## src/rtl/seg_pkg.sv

```systemverilog
// Shared glyph constants and scan state encoding for seg_scan_ctrl.
// Optional macro SEG_LEADING_ZERO_BLANK_EN is consumed by seg_scan_ctrl.
package seg_pkg;

    typedef enum logic [1:0] {
        IDLE,
        DRIVE,
        GUARD
    } scan_state_t;

    localparam logic [6:0] SEG_BLANK = 7'h7F;

    localparam logic [6:0] SEG_HEX [0:15] = '{
        7'h40, 7'h79, 7'h24, 7'h30,
        7'h19, 7'h12, 7'h02, 7'h78,
        7'h00, 7'h10, 7'h08, 7'h03,
        7'h46, 7'h21, 7'h06, 7'h0E
    };

endpackage

```

## src/rtl/hex_seg_decode.sv

```systemverilog
// Combinational nibble to active-low gfedcba segment decoder.
// A blanked digit yields all segments off.
module hex_seg_decode
    import seg_pkg::*;
(
    input  logic [3:0] nibble,
    input  logic       blank,
    output logic [6:0] seg
);

    // Glyph lookup with blank override
    always_comb begin
        seg = SEG_HEX[nibble];
        if (blank) seg = SEG_BLANK;
    end

endmodule

```

## src/rtl/seg_scan_ctrl.sv

```systemverilog
// Multiplexed seven-segment scan controller with frame-synchronous update.
// Define SEG_LEADING_ZERO_BLANK_EN to suppress leading zero digits.
module seg_scan_ctrl
    import seg_pkg::*;
#(
    parameter int NUM_DIGITS   = 4,
    parameter int REFRESH_DIV  = 50000,
    parameter int GUARD_CYCLES = 500
) (
    input  logic                          clk,
    input  logic                          rst,
    input  logic                          enable,
    input  logic                          load_valid,
    input  logic [4*NUM_DIGITS-1:0]       load_data,
    input  logic [NUM_DIGITS-1:0]         blank_mask,
    output logic                          load_ready,
    output logic [6:0]                    seg,
    output logic [NUM_DIGITS-1:0]         dig_an,
    output logic [$clog2(NUM_DIGITS)-1:0] cur_digit,
    output logic                          frame_done
);

    localparam int DW   = $clog2(NUM_DIGITS);
    localparam int TMAX = (REFRESH_DIV > GUARD_CYCLES) ? REFRESH_DIV
                                                       : GUARD_CYCLES;
    localparam int TW   = (TMAX > 1) ? $clog2(TMAX) : 1;
    localparam int GL   = (GUARD_CYCLES > 0) ? GUARD_CYCLES - 1 : 0;

    localparam logic [TW-1:0] DRV_LAST = TW'(REFRESH_DIV - 1);
    localparam logic [TW-1:0] GRD_LAST = TW'(GL);
    localparam logic [DW-1:0] LAST_DIG = DW'(NUM_DIGITS - 1);

    scan_state_t state, state_nx;
    logic [DW-1:0] dig, dig_nx, dig_inc;
    logic [TW-1:0] tmr, tmr_nx;
    logic          wrap;

    logic [4*NUM_DIGITS-1:0] active, pending;
    logic                    pending_full;
    logic [NUM_DIGITS-1:0]   lz_mask;
    logic [3:0]              cur_nib;
    logic                    cur_blank;
    logic [6:0]              dec_seg;

    assign dig_inc    = (dig == LAST_DIG) ? '0 : dig + 1'b1;
    assign load_ready = !pending_full;
    assign cur_digit  = dig;
    assign cur_nib    = active[dig*4 +: 4];
    assign cur_blank  = blank_mask[dig] | lz_mask[dig];

`ifdef SEG_LEADING_ZERO_BLANK_EN
    // Blank digit i>0 when it and every higher nibble are zero
    always_comb begin : lz_scan
        logic hi_zero;
        hi_zero = 1'b1;
        lz_mask = '0;
        for (int i = NUM_DIGITS - 1; i > 0; i--) begin
            hi_zero    = hi_zero & (active[i*4 +: 4] == 4'h0);
            lz_mask[i] = hi_zero;
        end
    end
`else
    assign lz_mask = '0;
`endif

    hex_seg_decode u_dec (
        .nibble (cur_nib),
        .blank  (cur_blank),
        .seg    (dec_seg)
    );

    // Next-state logic: drive/guard sequencing, digit advance, frame wrap
    always_comb begin
        state_nx = state;
        dig_nx   = dig;
        tmr_nx   = tmr;
        wrap     = 1'b0;
        if (!enable) begin
            state_nx = IDLE;
            dig_nx   = '0;
            tmr_nx   = '0;
        end else begin
            unique case (state)
                IDLE: begin
                    state_nx = DRIVE;
                    dig_nx   = '0;
                    tmr_nx   = '0;
                end
                DRIVE: begin
                    if (tmr == DRV_LAST) begin
                        tmr_nx = '0;
                        if (GUARD_CYCLES == 0) begin
                            dig_nx = dig_inc;
                            wrap   = (dig == LAST_DIG);
                        end else begin
                            state_nx = GUARD;
                        end
                    end else begin
                        tmr_nx = tmr + 1'b1;
                    end
                end
                GUARD: begin
                    if (tmr == GRD_LAST) begin
                        state_nx = DRIVE;
                        tmr_nx   = '0;
                        dig_nx   = dig_inc;
                        wrap     = (dig == LAST_DIG);
                    end else begin
                        tmr_nx = tmr + 1'b1;
                    end
                end
                default: begin
                    state_nx = IDLE;
                    dig_nx   = '0;
                    tmr_nx   = '0;
                end
            endcase
        end
    end

    // Scan state register and frame pulse
    always_ff @(posedge clk) begin
        if (rst) begin
            state      <= IDLE;
            dig        <= '0;
            tmr        <= '0;
            frame_done <= 1'b0;
        end else begin
            state      <= state_nx;
            dig        <= dig_nx;
            tmr        <= tmr_nx;
            frame_done <= wrap;
        end
    end

    // Double buffer: accept into pending, commit to active on frame wrap
    always_ff @(posedge clk) begin
        if (rst) begin
            active       <= '0;
            pending      <= '0;
            pending_full <= 1'b0;
        end else begin
            if (load_valid && !pending_full) begin
                pending      <= load_data;
                pending_full <= 1'b1;
            end
            if (wrap && pending_full) begin
                active       <= pending;
                pending_full <= 1'b0;
            end
        end
    end

    // Registered pin drive; segments and anodes switch together
    always_ff @(posedge clk) begin
        if (rst) begin
            seg    <= SEG_BLANK;
            dig_an <= '1;
        end else if (state == DRIVE) begin
            seg    <= dec_seg;
            dig_an <= ~(NUM_DIGITS'(1) << dig);
        end else begin
            seg    <= SEG_BLANK;
            dig_an <= '1;
        end
    end

endmodule

```

## config.mk

```make
export PLATFORM = sky130hd
export DESIGN_NAME = seg_scan_ctrl
export DESIGN_NICKNAME = d
export VERILOG_FILES = /design/src/rtl/seg_pkg.sv /design/src/rtl/hex_seg_decode.sv /design/src/rtl/seg_scan_ctrl.sv
export SDC_FILE = /design/constraint.sdc
export NUM_CORES = 1
export LEC_CHECK = 0
export BUFFER_PORTS_ARGS = -buffer_cell sky130_fd_sc_hd__buf_2
export CORE_MARGIN = 4
export CORE_UTILIZATION = 55
export CTS_CLUSTER_DIAMETER = 30
export DETAILED_ROUTE_END_ITERATION = 8
export PLACE_DENSITY = 0.73
export SLEW_MARGIN = 10
export SYNTH_ARGS = -nofsm -noshare
export SYNTH_HDL_FRONTEND = slang
export SYNTH_HIERARCHICAL = 1
export SYNTH_SLANG_ARGS = --single-unit
```

## constraint.sdc

```tcl
create_clock -name clk -period 3.05 [get_ports clk]
set_clock_uncertainty 0.1 [all_clocks]
set_input_delay 0.305 -clock clk [delete_from_list [all_inputs] [get_ports clk]]
set_output_delay 0.305 -clock clk [all_outputs]
set_load 0.005 [all_outputs]
```

# After elaboration in Yosys (flattened, before gate mapping)
# Memory sizes are Yosys's and may differ from the RTL's. A register that Yosys moved wholly into a read port is not among the register bits.
# Cells that the tools add are included.
[word_totals]
reg_bits = 58
mem_bits_ro = 112
in_bits = 24
word_cells = 52
memories = 1
[op_classes]
n_addsub = 2
order_cmp = 1
n_eq_ne = 7
n_shift = 2
muxes = 16
bitwise_logic = 5
reduce_logical = 10
[mem_list]
columns = ["name", "words", "word_bits", "read_ports", "rd_ports_with_merged_regs", "wr", "line_no", "rtl"]
rows = [
  ["(no name shown)", 16, 7, 1, 1, 0, "hex_seg_decode.sv:13", "seg = SEG_HEX[nibble];"],
]
[op_table]
columns = ["cell", "count"]
rows = [
  ["2-to-1 mux 16 bit", 2],
  ["one-hot mux 16 bit (2 select lines)", 1],
  ["adder 16 x 1 -> 16 bit (second input constant)", 1],
  ["equality test 16 bit (second input constant)", 1],
  ["equality test 16 x 9 -> 1 bit (second input constant)", 1],
  ["variable part select 16 x 5 -> 4 bit", 1],
  ["2-to-1 mux 2 bit", 4],
  ["one-hot mux 2 bit (3 select lines)", 1],
  ["OR reduction 2 bit", 3],
  ["2-to-1 mux 1 bit", 5],
  ["NOT 4 -> 5 bit", 1],
  ["binary-select mux 1 bit (select 2 bit)", 2],
  ["equality test 2 bit (second input constant)", 2],
  ["inequality test 2 bit (second input constant)", 2],
  ["NOT 4 bit", 1],
  ["one-hot mux 2 bit (2 select lines)", 1],
  ["AND reduction 2 bit", 2],
  ["<< shifter 1 x 2 -> 4 bit (first input constant)", 1],
  ["less-than comparator 2 x 3 -> 1 bit (second input constant)", 1],
  ["OR reduction 3 bit", 1],
  ["adder 2 x 1 -> 2 bit (second input constant)", 1],
  ["equality test 2 x 1 -> 1 bit (second input constant)", 1],
  ["logical AND 1 bit", 2],
  ["zero test 2 bit", 1],
  ["3 further kinds", 4],
]

# Depth between registers and ports, before layout
[logic_depth]
ltp_word = 6
depth_mapped = 8
depth_no_buf = 6

# By module
# Netlist, hierarchy kept.
[modules_own_cells]
columns = ["mod", "n_inst", "cells_each", "area_per_inst_um2", "seq_area_each_um2"]
rows = [
  ["seg_scan_ctrl", 1, 306, 2772.7, 1301.2],
  ["hex_seg_decode", 1, 35, 295.3, 0.0],
]

# Least setup slack after synthesis
# No wires, ideal clock.
[synth_path]
kind = "flip-flop to flip-flop"
start = "reg dig[0] (netlist: cur_digit[0])"
end = "reg seg[1]"
setup_time_ps = 126
arrival_ps = 2425
t_required_ps = 2824
setup_slack_ps = 399
stages_incl_launch_ff = 8
n_path_buf = 1
path_cell_list = "dfxtp_1 > clkbuf_1 > mux4_2 > inv_1 > ha_1 > or2_2 > a311o_1 > nand2b_1"
[synth_lines]
columns = ["element", "line_no", "rtl"]
rows = [
  ["from (decl)", "seg_scan_ctrl.sv:34", "logic [DW-1:0] dig, dig_nx, dig_inc;"],
  ["from (signal assigned)", "seg_scan_ctrl.sv:130", "dig <= dig_nx;"],
  ["variable part select 16 x 5 -> 4 bit", "seg_scan_ctrl.sv:48", "assign cur_nib = active[dig*4 +: 4];"],
  ["named net cur_nib[0]", "seg_scan_ctrl.sv:41", "logic [3:0] cur_nib;"],
  ["NOT 4 -> 5 bit (implied by the code)", "hex_seg_decode.sv:13", ""],
  ["to (decl)", "seg_scan_ctrl.sv:17", "output logic [6:0] seg,"],
]
# The timed path passes the listed nets, and every way through them passes these cells. The select of a mux whose other input is x is not followed.
# A chain may end at the register's enable or synchronous reset.

# Final worst setup path
# Same ends and word-level chain as after synthesis.

==> impl_metrics.toml <==
[route]
highest_layer = "met4"
wl_met3_um = 406
wl_um = 6474
dr_wl_met2_um = 2885
wl_met1_um = 3126
ant_nets = 0
drt_first_pass_iters = 5
wl_per_cell_um = 14.45
route.detailed.vias_per_inst = 5.699
route.detailed.drc = 0
drt_iter0_drc = 99
vias = 2553

[pwr]
seqPwrFrac = 0.516
power_switching_w = 0.0003812
power_density_nw_per_um2 = 484.9
max-vdd-ir-drop_uv = 292.1
pwr-share-clk = 0.439
switching_share = 0.2242
power.total_w = 0.001701
p_comb_frac = 0.045
p_leak_nw = 1.271
p_int_w = 0.001319

[hold_path]
min_to = "pending[9]"
min_from = "load_data[9]"
hp-class = "primary input to register"
holdPathStages = 3

[sta]
clock.fmax_mhz = 399.0
hold_viol = 0
tightest_slew_ns = 0.9443
slew_headroom = 0.3692
final.min_clock_period_ns = 2.506
setup_tns_ns = 0
period_share = 0.8216
grt_setup_unrepaired = "no"
finalSetupViolCount = 0
slew_violations = 0

[floorplan]
fp.dieH_um = 82.69
rows = 26
die_w_um = 82.69
initial_core_util = 0.5821
dieArea_um2 = 6837
ios = 39
core_region_area_um2 = 5270

[global_route]
antenna_found_initial = 0
overflow = 0
grt_pass1_vias = 2339
grtUsageTotal = 0.2110
grt_max_degree = 38
grt_pass1_wl_um = 11010

[critical_path]
timing.rr.start = "cur_digit[0]"
start_kind = "register"
rrSetupSlack_ns = 0.54
r2r-end = "seg[1]"
worstPathRequired_ns = 3.16
cp-end-kind = "register"
rr_worst_depth = 6
crit_arrival_ns = 2.61
path_max_fanout = 5
path_class = "register to register"

[clock_tree]
cts_buffers = 9
clk_pin_slew_ns = 0.07
postCtsSetupRepairBufs = 0
root_buffer = "clkbuf_8"
ctsResizeCount = 0
cts_tree = "built"
numClockSinks = 65
clk_path_buf_depth = 2
ctsHtreeMaxLevel = 3
hold_buffers = 0
clkLatencyLatePin_ns = 0.34

[cells_and_area]
area_delta_synth_final_pct = 14.31
fill_cells = 448
fin_nets = 413
diodes = 0
drive_gt1_frac = 0.1905

[yosys]
ys_ff_latch = 65
synth_warnings = 6
synth_nets = 381
synth_top_cells_by_area = "dfxtp_1, ha_1, a21oi_1"
syn_area_um2 = 3068
synth_top_area_cell = "dfxtp_1"
synth.top_cell.area_share = 0.4241
syn_area_per_cell_um2 = 8.997
syn_inst = 341
synth.distinct_cells = 44
synth-seq-area-share = 0.4241

[placed_design]
hpwl_um = 4416
gp_routability_congestion = 0.8122
portBuffers = 38

[flow_run]
cap_violations = 0

[status]
outcome = "finished, final reports clean"
-- worst max path at each step --
stage,slack (ns),to,from
3_5_place_dp,0.55,seg[1],cur_digit[0]
5_1_grt,0.42,active[14],cur_digit[0]
6_report,0.54,seg[1],cur_digit[0]
4_1_cts,0.53,seg[1],cur_digit[0]
2_1_floorplan,0.40,seg[1],cur_digit[0]
3_3_place_gp,0.60,seg[1],cur_digit[0]
-- cell usage in the layout (no fill, tap or decap), types with 2 or more instances in the layout --
| cell type | instances |
|---|---|
| dfxtp_1 | 65 |
| nand2_1 | 43 |
| buf_2 | 38 |
| a21oi_1 | 37 |
| nand4_1 | 21 |
| nor2_1 | 19 |
| o31ai_1 | 16 |
| ha_1 | 16 |
| nand2b_1 | 11 |
| clkbuf_8 | 11 |
| nand3_1 | 9 |
| inv_1 | 8 |
| xor2_1 | 7 |
| buf_4 | 7 |
| mux4_2 | 5 |
| or4_1 | 5 |
| o21ai_0 | 5 |
| nor2b_1 | 4 |
| and3_1 | 4 |
| or3_1 | 4 |
| xnor2_1 | 4 |
| nor3_1 | 4 |
| mux2i_1 | 4 |
| nand4b_1 | 2 |
| o41a_1 | 2 |
| and4_1 | 2 |
| nor4_2 | 2 |
| a32oi_1 | 2 |
| a221o_1 | 2 |
| mux2_1 | 2 |
-- per-stage QoR --
step	cell area [µm²]	cells	utilization	hold WS, ns	setup slack (ns)
2_1_floorplan	3068	341	-	0.3261	0.3991
3_3_place_gp	3301	432	0.6263	0.3470	0.5960
3_5_place_dp	3301	432	0.6263	0.3508	0.5545
4_1_cts	3507	448	0.6655	0.08800	0.5254
5_1_grt	3507	448	0.6655	0.08750	0.4159
6_report	3507	448	0.6655	0.09908	0.5440
-- synthesized netlist by cell type (all sizes together) --
cell and n:
nor2b 5, clkinv 1, mux4 5, or4 6
a221o 2, or4bb 1, or2 1, a211o 1
o21ai 5, and4 2, nand3 9, ha 16
and3 4, o221ai 1, nand2b 11, a32oi 2
nor4 3, a311o 1, dfxtp 65, buf 5
o211ai 1, a21oi 37, nor3b 1, xnor2 4
o221a 1, nor3 4, or3 4, clkbuf 19
mux2 2, o31ai 16, nand4b 2, o41a 2
nor2 19, mux2i 4, inv 8, nand4 21
nand2 43, xor2 7
-- flip-flops by register name, summed over array words and instances (netlist names) --
| register | flops |
|---|---|
| cur_digit | 2 |
| state | 2 |
| seg | 7 |
| active | 16 |
| frame_done | 1 |
| pending_full | 1 |
| tmr | 16 |
| pending | 16 |
| dig_an | 4 |
-- layer usage --
layer	vias up	global-route usage
met4	0	0.05719
li1	1286	-
met5	-	0
met3	4	0.07267
met1	1193	0.2883
met2	70	0.3173
-- layout make-up --
type,instances,area (µm²),share of cell area
Clock buffer,12,155.1,0.04424
Timing Repair Buffer,45,242.7,0.06921
Clock inverter,4,51.30,0.01463
Tap cell,70,87.58,0.02497
Multi-Input combinational cell,243,1635,0.4663
Sequential cell,65,1301,0.3710
Inverter,9,33.78,0.009633
-- power groups by stage --
stage          Clock [W]  Sequential [W]  Combinational, W
4_1_cts         0.000759        0.000877         0.0000774
2_1_floorplan          0        0.000890         0.0000531
5_1_grt         0.000804        0.000879         0.0000880
3_5_place_dp           0        0.000896         0.0000767
3_3_place_gp           0        0.000896         0.0000754
6_report        0.000746        0.000877         0.0000769
-- logic make-up after synthesis --
group,count (synthesis),synth area share
flops,65,0.4241
simple gates,136,0.2333
buf+inv,33,0.04486
mux,11,0.05710
compound gates,69,0.1440
xor+xnor,11,0.03140
fa+ha+maj,16,0.06525
-- worst max-delay path, stage by stage (launching register included) --
cell and delay [ns]:
dfxtp_1 0.45, mux4_2 0.61, inv_1 0.19, ha_1 0.25, or2_2 0.31, a311o_1 0.32, nand2b_1 0.14
(Power assumes the default switching activity.)
